--- src/rtl/seg7_capture_monitor.sv ---
// Monitors a multiplexed, active-low 7-segment display bus. Each digit pattern has to stay
// stable for STABLE_CYCLES synchronized cycles before it is decoded into a nibble.
// Optional feature macro: SEG7_DP_CAPTURE_EN adds a per-digit decimal-point output (dp).
module seg7_capture_monitor #(
    parameter int unsigned STABLE_CYCLES = 16
) (
    input  logic        clk,
    input  logic        rst_n,
    input  logic [7:0]  seg,
    input  logic [3:0]  an,
    input  logic        clear,
    output logic [15:0] digits,
    output logic [3:0]  valid,
    output logic        upd,
    output logic [1:0]  upd_idx,
    output logic        bad_pat,
    output logic [7:0]  err_cnt
`ifdef SEG7_DP_CAPTURE_EN
    ,
    output logic [3:0]  dp
`endif
);

`ifdef SEG7_DP_CAPTURE_EN
    // dp is part of the key, so a change of dp restarts the dwell.
    localparam int unsigned SegW = 8;
`else
    localparam int unsigned SegW = 7;
    logic unused_seg7;
    assign unused_seg7 = seg[7];
`endif
    localparam int unsigned KeyW = SegW + 4;
    localparam logic [7:0] CapCnt  = 8'(STABLE_CYCLES - 1);
    localparam logic [7:0] HeldCnt = 8'(STABLE_CYCLES);

    typedef enum logic [1:0] {
        StIdle,
        StTrack,
        StHeld
    } state_e;

    logic [SegW-1:0] seg_s1_q, seg_s2_q;
    logic [3:0]      an_s1_q, an_s2_q;
    logic [KeyW-1:0] key, key_prev_q;
    state_e          state_q, state_d;
    logic [7:0]      cnt_q, cnt_d;
    logic            capture;
    logic            an_onehot;
    logic [1:0]      idx;
    logic [3:0]      nib;
    logic            pat_legal, pat_blank;

    logic [15:0]     digits_q;
    logic [3:0]      valid_q;
    logic            upd_q, bad_q;
    logic [1:0]      upd_idx_q;
    logic [7:0]      err_q;
`ifdef SEG7_DP_CAPTURE_EN
    logic [3:0]      dp_q;
`endif

    assign key = {an_s2_q, seg_s2_q};

    // Two-flop synchronizers; idle bus (all ones) is the reset value.
    always_ff @(posedge clk or negedge rst_n) begin
        if (!rst_n) begin
            seg_s1_q <= '1;
            seg_s2_q <= '1;
            an_s1_q  <= '1;
            an_s2_q  <= '1;
        end else begin
            seg_s1_q <= seg[SegW-1:0];
            seg_s2_q <= seg_s1_q;
            an_s1_q  <= an;
            an_s2_q  <= an_s1_q;
        end
    end

    // Anode decode: exactly one active-low enable selects a digit.
    always_comb begin
        an_onehot = 1'b1;
        idx       = 2'd0;
        unique case (an_s2_q)
            4'b1110: idx = 2'd0;
            4'b1101: idx = 2'd1;
            4'b1011: idx = 2'd2;
            4'b0111: idx = 2'd3;
            default: an_onehot = 1'b0;
        endcase
    end

    // Segment pattern decode (active-low g..a).
    always_comb begin
        nib       = 4'h0;
        pat_legal = 1'b1;
        pat_blank = 1'b0;
        unique case (seg_s2_q[6:0])
            7'h40: nib = 4'h0;
            7'h79: nib = 4'h1;
            7'h24: nib = 4'h2;
            7'h30: nib = 4'h3;
            7'h19: nib = 4'h4;
            7'h12: nib = 4'h5;
            7'h02: nib = 4'h6;
            7'h78: nib = 4'h7;
            7'h00: nib = 4'h8;
            7'h10: nib = 4'h9;
            7'h08: nib = 4'hA;
            7'h03: nib = 4'hB;
            7'h46: nib = 4'hC;
            7'h21: nib = 4'hD;
            7'h06: nib = 4'hE;
            7'h0E: nib = 4'hF;
            7'h7F: begin
                pat_legal = 1'b0;
                pat_blank = 1'b1;
            end
            default: pat_legal = 1'b0;
        endcase
    end

    // FSM next state and stability counter; capture fires once per dwell.
    always_comb begin
        state_d = state_q;
        cnt_d   = cnt_q;
        capture = 1'b0;
        if (clear || !an_onehot) begin
            state_d = StIdle;
            cnt_d   = 8'd0;
        end else if (key != key_prev_q) begin
            state_d = StTrack;
            cnt_d   = 8'd1;
        end else if (state_q == StTrack) begin
            if (cnt_q == CapCnt) begin
                capture = 1'b1;
                state_d = StHeld;
                cnt_d   = HeldCnt;
            end else begin
                cnt_d = cnt_q + 8'd1;
            end
        end
    end

    // FSM state, counter and previous key; clear forces the next key to look new.
    always_ff @(posedge clk or negedge rst_n) begin
        if (!rst_n) begin
            state_q    <= StIdle;
            cnt_q      <= 8'd0;
            key_prev_q <= '1;
        end else begin
            state_q    <= state_d;
            cnt_q      <= cnt_d;
            key_prev_q <= clear ? '1 : key;
        end
    end

    // Captured digit state, pulses and error counter.
    always_ff @(posedge clk or negedge rst_n) begin
        if (!rst_n) begin
            digits_q  <= 16'd0;
            valid_q   <= 4'd0;
            upd_q     <= 1'b0;
            upd_idx_q <= 2'd0;
            bad_q     <= 1'b0;
            err_q     <= 8'd0;
`ifdef SEG7_DP_CAPTURE_EN
            dp_q      <= 4'd0;
`endif
        end else if (clear) begin
            digits_q <= 16'd0;
            valid_q  <= 4'd0;
            upd_q    <= 1'b0;
            bad_q    <= 1'b0;
            err_q    <= 8'd0;
`ifdef SEG7_DP_CAPTURE_EN
            dp_q     <= 4'd0;
`endif
        end else begin
            upd_q <= capture;
            bad_q <= capture && !pat_legal && !pat_blank;
            if (capture) begin
                upd_idx_q    <= idx;
                valid_q[idx] <= pat_legal;
                if (pat_legal) begin
                    digits_q[4*idx +: 4] <= nib;
                end
                if (!pat_legal && !pat_blank && err_q != 8'hFF) begin
                    err_q <= err_q + 8'd1;
                end
`ifdef SEG7_DP_CAPTURE_EN
                if (pat_legal || pat_blank) begin
                    dp_q[idx] <= ~seg_s2_q[7];
                end
`endif
            end
        end
    end

    assign digits  = digits_q;
    assign valid   = valid_q;
    assign upd     = upd_q;
    assign upd_idx = upd_idx_q;
    assign bad_pat = bad_q;
    assign err_cnt = err_q;
`ifdef SEG7_DP_CAPTURE_EN
    assign dp      = dp_q;
`endif

endmodule

--- config.mk ---
export PLATFORM = sky130hd
export DESIGN_NAME = seg7_capture_monitor
export DESIGN_NICKNAME = d
export VERILOG_FILES = /design/src/rtl/seg7_capture_monitor.sv
export SDC_FILE = /design/constraint.sdc
export NUM_CORES = 1
export LEC_CHECK = 0
export CORE_AREA = 8 8 105 107
export DETAILED_ROUTE_END_ITERATION = 12
export DIE_AREA = 0 0 113 115
export GPL_TIMING_DRIVEN = 0
export HOLD_SLACK_MARGIN = 0.02
export PLACE_DENSITY = 0.58
export SLEW_MARGIN = 10
export SYNTH_ARGS = -nofsm -noshare
export SYNTH_HDL_FRONTEND = slang
export SYNTH_SLANG_ARGS = --single-unit
--- constraint.sdc ---
create_clock -name clk -period 7.25 [get_ports clk]
set_input_delay 1.0875 -clock clk [delete_from_list [all_inputs] [get_ports clk]]
set_output_delay 1.0875 -clock clk [all_outputs]
set_load 0.02 [all_outputs]
# After elaboration in Yosys (flattened, before gate mapping)

Index checks and enable logic that the tools add are counted.

Add/sub/neg operators: 3
Order comparisons: 2
Eq/ne operators: 24
Shifts and indexed selects: 2
Multiplexer cells: 32
Bitwise gates (word level): 1
Reductions and logical operators: 21

Operators by type and width:

| cell                    | count |
|---|---|
| $pmux 4 s15             | 1 |
| $mux 8                  | 7 |
| $mux 16                 | 3 |
| $eq 7x7->1 const B      | 5 |
| $neg 4->34              | 1 |
| $shift 4x34->16 const A | 1 |
| $shiftx 4x34->16        | 1 |
| $eq 7x5->1 const B      | 3 |
| $eq 7x6->1 const B      | 3 |
| $add 8x1->8 const B     | 2 |
| $bwmux 16               | 1 |
| $reduce_or 16->1        | 1 |
| $eq 7x2->1 const B      | 2 |
| $eq 7x4->1 const B      | 2 |
| $eq 4x4->1 const B      | 3 |
| $mux 11                 | 1 |
| $ne 11x11->1            | 1 |
| $mux 1                  | 10 |
| $eq 8x4->1 const B      | 1 |
| $mux 2                  | 4 |
| $mux 4                  | 2 |
| $ne 8x8->1 const B      | 1 |
| $reduce_and 2->1        | 4 |
| $eq 7x3->1 const B      | 1 |
| 15 further kinds        | 24 |

Register bits: 75
Output and inout port bits: 32
Logic and storage cells: 98

# Logic depth before layout (Yosys ltp)

Gate-level depths: netlist of run 1.

Depth after elaboration: 9
Gate-level depth with buffers: 9

# Least setup slack after synthesis of run 1

No wires, ideal clock.

Path kind: input to register
Start: in clear
End: reg err_q[7], in the netlist err_cnt[7]
Setup time: 78 ps
Arrival: 2763 ps
Required time: 7172 ps
Setup slack: 4409 ps
Stages: 7
Path buffers: 2
Cells stage by stage: clkbuf_1 -> nor4_1 -> o2111ai_1 -> or4b_4 -> buf_6 -> or3_1 -> a21oi_1

Cells in the longest elaborated chain, start to end: 4

Ends and longest elaborated chain:

| what                               | line | source |
|---|---|---|
| start: declaration                 | 11   | `input logic clear,` |
| $logic_or 1x1->1                   | 127  | `if (clear \|\| !an_onehot) begin` |
| $mux 1                             | 127  |  |
| $reduce_bool 2->1 (no source line) | -    |  |
| $reduce_and 2->1 (no source line)  | -    |  |
| end signal: assignment             | 188  | `err_q <= err_q + 8'd1;` |
| end: declaration                   | 57   | `logic [7:0] err_q;` |

Several ways; a longest one is shown, not always the timed one.
A chain may end at the register's enable or synchronous reset.

# Worst setup path after layout of run 1

Start: reg an_s2_q[3]
End: reg err_q[2], in the netlist err_cnt[2]

Cells in the longest elaborated chain, start to end: 8

Ends and longest elaborated chain:

| what                                     | line | source |
|---|---|---|
| start: declaration                       | 43   | `logic [3:0] an_s1_q, an_s2_q;` |
| start signal: assignment                 | 75   | `an_s2_q <= an_s1_q;` |
| $eq 4x3->1 or $eq 4x4->1 (tied branches) | 83   | `unique case (an_s2_q)` |
| $reduce_or 4->1 (no source line)         | -    |  |
| $mux 1                                   | 83   |  |
| $logic_not 1->1                          | 127  |  |
| $logic_or 1x1->1                         | 127  |  |
| $mux 1 *                                 | 127  |  |
| $reduce_bool 2->1 (no source line) *     | -    |  |
| $reduce_and 2->1 (no source line) *      | -    |  |

Mark *: on every way between the ends. The rest lies on a longest branch, timed or not.

==> results.py, run 1 <==
metrics = {
    "run_status": {
        "outcome": "finished clean",
    },
    "place": {
        "port_buffers": 44,
        "dp.cells": 508,
        "dpl.hpwl_um": 5670,
        "place_ws_ns": 4.15,
        "gp_congestion": 0.837,
        "dpl_cell_area_mm2": 0.00433,
    },
    "finish": {
        "design_area_mm2": 0.00451,
        "mostFrequentLayoutCell": "clkdlybuf4s50_1",
        "mostFrequentLayoutCells": "clkdlybuf4s50_1 (43), dfrtp_1 (42), dfstp_2 (33), nand2_1 (26)",
        "antenna_cells": 0,
        "postLayoutCoreUtil": 0.477,
        "finalNetCount": 430,
        "drive_gt1_frac": 0.207,
        "final_cells": 524,
        "area_growth_syn_to_layout_pct": 21.4,
    },
    "clock_tree": {
        "cts_hold_buf": 0,
        "path_clk_slew_ns": 0.08,
        "clockBufferDepth": 2,
        "cts_made_buffers": 9,
        "cts_root_buf": "clkbuf_8",
        "cts_resized": 0,
        "h-tree-depth": 3,
        "cts_tree": "yes",
        "clk_latency_ns": 0.35,
        "postCtsSetupRepairBufs": 0,
        "cts.sinks": 75,
    },
    "min_path": {
        "hold_depth": 0,
        "min_path_type": "reg2reg",
        "min_to": "seg_s2_q[2]$_DFF_PN1_",
        "worstHoldStart": "seg_s1_q[2]$_DFF_PN1_",
    },
    "detailed_routing": {
        "vias": 2750,
        "wl_per_cell_um": 15.2,
        "totalWireLength_um": 7950,
        "ant_nets": 0,
        "vias_per_cell": 5.25,
        "first_pass_iters": 4,
        "first_iter_violations": 97,
        "drc": 0,
    },
    "grt": {
        "grt_max_degree": 54,
        "grt_pass1_vias": 2737,
        "overflow": 0,
        "grt_pass1_wl_um": 13500,
        "antenna_found_initial": 0,
        "grt_usage": 0.128,
    },
    "sta": {
        "layout_worst_path_cycle_share": 0.385,
        "fin_hold_ws_ns": 0.357,
        "slew-limit-headroom": 0.415,
        "finClkSkew_ns": 0.00822,
        "worstMarginPinSlew_ns": 0.870,
        "max_freq_mhz": 359,
        "rsz0062_at_grt": "false",
        "fin_setup_tns_ns": 0,
        "setup_ws_ns": 4.46,
        "setup_viol": 0,
        "hold_violations": 0,
        "drv_slew": 0,
        "period_needed_ns": 2.79,
    },
    "worst_setup_path": {
        "worstPathMaxFanout": 10,
        "r2r_start": "an_s2_q[3]$_DFF_PN1_",
        "rr_worst_depth": 9,
        "worstSetupStartpointType": "flop",
        "critical_path_class": "reg2reg",
        "cp-end-kind": "flop",
        "r2r_setup_slack_ns": 4.46,
        "r2r-end": "err_cnt[2]$_DFFE_PN0P_",
        "cp.required_ns": 7.52,
        "arrival_ns": 3.06,
    },
    "yosys": {
        "syn_inst": 349,
        "synthFlopType": "dfrtp_1",
        "ys_async_sr_fraction": 1.00,
        "synth_area_leaders": "dfrtp_1 (28%), dfstp_2 (23%), mux2i_1 (4.8%)",
        "synth_cell_types": 53,
        "ys_ff_latch": 75,
        "avgSynthCellArea_um2": 10.7,
        "synth_top_cell_area_share": 0.283,
        "ys_warn_count": 0,
        "yosys.area.top_type": "dfrtp_1",
        "synth_edf_count": 0,
        "ys_seq_area_frac": 0.516,
        "syn_area_mm2": 0.00372,
        "syn_nets": 374,
    },
    "floorplanning": {
        "core.rowCount": 36,
        "core_area_mm2": 0.00946,
        "ioPinCount": 47,
        "die_area_mm2": 0.0130,
        "initial_core_util": 0.393,
        "fp.dieW_um": 113,
        "die_y_um": 115,
    },
    "flow_run": {
        "drv_cap": 0,
    },
    "pwr": {
        "power.density_mw_per_mm2": 180,
        "leakage_nw": 1.89,
        "ir_drop_mv": 0.110,
        "power.total_mw": 0.813,
    },
}
-- cell type report --
| type | instances | area, um^2 |
|---|---|---|
| clock buffer | 11 | 153 |
| timing repair buffer | 45 | 465 |
| tap | 114 | 143 |
| clock inverter | 5 | 36.3 |
| fill | 894 | 4940 |
| inverter | 7 | 26.3 |
| multi-input combinational | 247 | 1660 |
| sequential | 75 | 1920 |
| buffer | 20 | 110 |
-- worst max path at each step --
stage | start | to | slack [ns] | cells after the start
after global routing | an_s2_q[1]$_DFF_PN1_ | digits[2]$_DFFE_PN0P_ | 4.22 | 6
after CTS | an_s2_q[3]$_DFF_PN1_ | err_cnt[2]$_DFFE_PN0P_ | 4.43 | 9
final | an_s2_q[3]$_DFF_PN1_ | err_cnt[2]$_DFFE_PN0P_ | 4.46 | 9
after floorplan | clear | err_cnt[7]$_DFFE_PN0P_ | 4.41 | 7
after global placement | rst_n | digits[2]$_DFFE_PN0P_ | 2.47 | 1
after detailed placement | clear | err_cnt[2]$_DFFE_PN0P_ | 4.15 | 7
-- worst max-delay path, stage by stage, from the launching register on --
cell,delay [ns]
dfstp_2,0.52
buf_2,0.16
xor2_1,0.15
nand3_1,0.21
inv_1,0.27
o2111ai_1,0.19
or4b_4,0.59
buf_6,0.16
or3_1,0.31
a21oi_1,0.14
-- cell usage after synthesis (all sizes together), types with 2 or more instances --
library cell,number
nand3,19
a31oi,3
and3b,2
dfstp,33
nand4,3
nor4,7
and4,2
or3,9
and3,4
xor2,16
nor3b,5
a21bo,4
nor4b,3
clkbuf,9
buf,11
mux2i,18
nor2,19
nand2b,17
ha,10
nor2b,2
nand4b,3
or4b,2
nand2,26
dfrtp,42
a21o,2
mux2,2
xnor2,3
nor3,7
o21ai,13
a21oi,17
inv,7
or2,13
-- per-layer routing --
| layer | up-vias | track usage | wire, um |
|---|---|---|---|
| met1 | 1349 | 0.168 | 3840 |
| met4 | 0 | 0.0409 | 87 |
| met2 | 62 | 0.201 | 3630 |
| met5 | - | 0 | 0 |
| met3 | 7 | 0.0362 | 380 |
| li1 | 1332 | - | - |
-- sequential cells by signal, indices dropped and copies added (netlist names) --
register / cells
err_cnt: 8
valid: 4
upd_idx: 2
cnt_q: 8
seg_s1_q: 7
state_q: 2
an_s1_q: 4
bad_pat: 1
digits: 16
seg_s2_q: 7
an_s2_q: 4
key_prev_q: 11
upd: 1
-- power breakdown --
group	switching, mW	total, mW	internal, mW
combinational	0.0405	0.0673	0.0268
clock	0.159	0.304	0.145
sequential	0.00588	0.441	0.436
-- cell families after synthesis --
logic type	share of synthesized area
AOI/OAI and AO/OA	0.0865
xor gates and xnor gates	0.0448
adders and majority gates	0.0337
buffers and inverters	0.0367
DFF	0.516
muxes	0.0545
and+or+nand+nor	0.228
(Power assumes the default switching activity.)
==> run 2, diff against run 1 <==
--- a/config.mk
+++ b/config.mk
@@ -10,7 +10,7 @@
 export DIE_AREA = 0 0 113 115
 export GPL_TIMING_DRIVEN = 0
 export HOLD_SLACK_MARGIN = 0.02
-export PLACE_DENSITY = 0.58
+export PLACE_DENSITY = 0.6
 export SLEW_MARGIN = 10
 export SYNTH_ARGS = -nofsm -noshare
 export SYNTH_HDL_FRONTEND = slang
==> constraint.sdc (replaced) <==
create_clock -name clk -period 2.5 [get_ports clk]
set_input_delay 0.375 -clock clk [delete_from_list [all_inputs] [get_ports clk]]
set_output_delay 0.375 -clock clk [all_outputs]
set_load 0.02 [all_outputs]
==> run 2 against run 1 <==
Compared with the run above:
- routed wire length grew 3.4%
- sequential share of layout area shrank 2.7 points
- combinational power grew to 3.3 times the previous value
- die area is the same
- design area is 6.8% higher
- sequential cell count is the same
- count of clock-buffer cells in the layout decreased by 1
- clock power grew to 3.2 times the previous value
- largest cell class unchanged
- sequential power increased to 2.9 times the previous value
- non-clock buffer count rose by 20
==> results.py, run 2 (synthesis gave the netlist of run 1 again) <==
metrics = {
    "clock_tree": {
        "cts_tree": "yes",
        "cts.sinks": 75,
        "cts_root_buf": "clkbuf_8",
        "path_clk_slew_ns": 0.09,
        "h-tree-depth": 3,
        "clockBufferDepth": 2,
        "cts_made_buffers": 9,
        "clk_latency_ns": 0.35,
    },
    "worst_setup_path": {
        "worstPathMaxFanout": 7,
        "critical_path_class": "reg2reg",
        "cp.required_ns": 2.78,
        "worstSetupStartpointType": "flop",
        "critical_path_buf_inv_count": 2,
        "cp_cell_sequence": "xor2_1 > nor4_2 > buf_4 > o2111ai_1 > or4b_4 > buf_6 > or3_1 > a21oi_2",
        "cp-end-kind": "flop",
        "slowest_stage": "dfstp_2",
        "arrival_ns": 2.74,
        "crit_family": "simple AND/OR/NAND/NOR gates",
        "cpPeakStageDelay_ns": 0.60,
    },
    "floorplanning": {
        "initial_core_util": 0.393,
        "fp.dieW_um": 113,
        "ioPinCount": 47,
        "die_area_mm2": 0.0130,
        "core_area_mm2": 0.00946,
        "core.rowCount": 36,
        "die_y_um": 115,
    },
    "sta": {
        "slew-limit-headroom": 0.627,
        "fin_setup_tns_ns": 0,
        "drv_slew": 0,
        "period_needed_ns": 2.46,
        "layout_worst_path_cycle_share": 0.985,
        "worstMarginPinSlew_ns": 0.559,
        "rsz0062_at_grt": "true",
        "setup_viol": 0,
        "finClkSkew_ns": 0.0108,
        "hold_violations": 0,
        "max_freq_mhz": 406,
    },
    "place": {
        "dpl_cell_area_mm2": 0.00433,
        "port_buffers": 44,
        "gp_congestion": 0.856,
        "dpl.hpwl_um": 5580,
    },
    "detailed_routing": {
        "totalWireLength_um": 8210,
        "vias_per_cell": 5.15,
        "ant_nets": 0,
        "drc": 0,
        "first_pass_iters": 4,
        "wl_per_cell_um": 15.1,
        "first_iter_violations": 119,
        "vias": 2800,
    },
    "grt": {
        "grt_pass1_wl_um": 13700,
        "overflow": 0,
        "antenna_found_initial": 0,
        "grt_max_degree": 53,
        "grt_pass1_vias": 2791,
        "grt_usage": 0.131,
    },
    "finish": {
        "postLayoutCoreUtil": 0.510,
        "drive_gt1_frac": 0.291,
        "mostFrequentLayoutCells": "clkdlybuf4s50_1 (43), dfrtp_1 (42), dfstp_2 (33), nand2_1 (26), buf_4 (24)",
        "antenna_cells": 0,
        "design_area_mm2": 0.00482,
        "mostFrequentLayoutCell": "clkdlybuf4s50_1",
        "largest_reg_flops": 16,
        "finalNetCount": 450,
        "area_growth_syn_to_layout_pct": 29.7,
    },
    "min_path": {
        "min_path_type": "reg2reg",
    },
    "run_status": {
        "outcome": "finished clean",
    },
    "pwr": {
        "ir_drop_mv": 0.260,
        "leakage_nw": 2.04,
        "power.total_mw": 2.48,
        "power.density_mw_per_mm2": 515,
    },
    "flow_run": {
        "drv_cap": 0,
    },
}
## run 2: changes by cell type in the layout (fill, tap and decap cells not counted), moves of 4 or more
cell / delta
buf_2: -7
o21ai_0: -4
nand3_2: +6
buf_4: +22
nand3_1: -6
## run 2: final timing paths
kind	startpoint	end	slack, ns	depth (start not counted)
hold / removal	an_s1_q[3]$_DFF_PN1_	an_s2_q[3]$_DFF_PN1_	0.36	0
min in group asynchronous	rst_n	cnt_q[5]$_DFFE_PN0P_	0.46	2
setup reg to reg	an_s2_q[1]$_DFF_PN1_	err_cnt[2]$_DFFE_PN0P_	0.04	8
hold reg to reg	an_s1_q[3]$_DFF_PN1_	an_s2_q[3]$_DFF_PN1_	0.36	0
max in group asynchronous	rst_n	key_prev_q[5]$_DFF_PN1_	1.42	3
setup / recovery	an_s2_q[1]$_DFF_PN1_	err_cnt[2]$_DFFE_PN0P_	0.04	8
## run 2: per-layer routing
layer,global-route usage,routed length [um],vias up
li1,-,-,1374
met1,0.162,3790,1366
met2,0.211,3980,48
met3,0.0462,313,12
met4,0.0400,129,0
met5,0,0,-
## run 2: final cells by class
| class | instances | area, um^2 |
|---|---|---|
| plain buffers | 17 | 121 |
| clock buffers | 10 | 138 |
| flip-flops and latches | 75 | 1920 |
| fillers | 855 | 4640 |
| multi-input cells | 247 | 1760 |
| clock inverters | 6 | 71.3 |
| inverters | 7 | 26.3 |
| repair buffers | 68 | 641 |
| well taps | 114 | 143 |
## run 2: what timing repair did
action                                  in CTS  in global routing
buffers inserted                            11                 11
endpoints found under the setup margin      25                 27
pin swaps                                    8                  7
endpoints found under the hold margin       23                  0
hold buffers                                 1                  0
resized for setup                           13                 23
## run 2: power breakdown
| group | internal (mW) | switching [mW] | total, mW |
|---|---|---|---|
| Combinational | 0.0976 | 0.124 | 0.221 |
| Sequential | 1.26 | 0.0230 | 1.29 |
| Clock | 0.497 | 0.480 | 0.976 |
## run 2: worst reg2reg max path: stages (launching register included)
cell and delay [ns]:
dfstp_2 0.60, xor2_1 0.10, nor4_2 0.27, buf_4 0.16
o2111ai_1 0.13, or4b_4 0.55, buf_6 0.15, or3_1 0.32
a21oi_2 0.12
## run 2: through the flow
step	instances	hold slack [ns]	setup WS [ns]
CTS	534	0.360	-0.00253
detailed placement	508	0.313	-0.259
floorplan	349	0.0794	0.0273
global placement	507	0.346	-1.55
finish	544	0.357	0.0385
global route	544	0.362	-0.0554
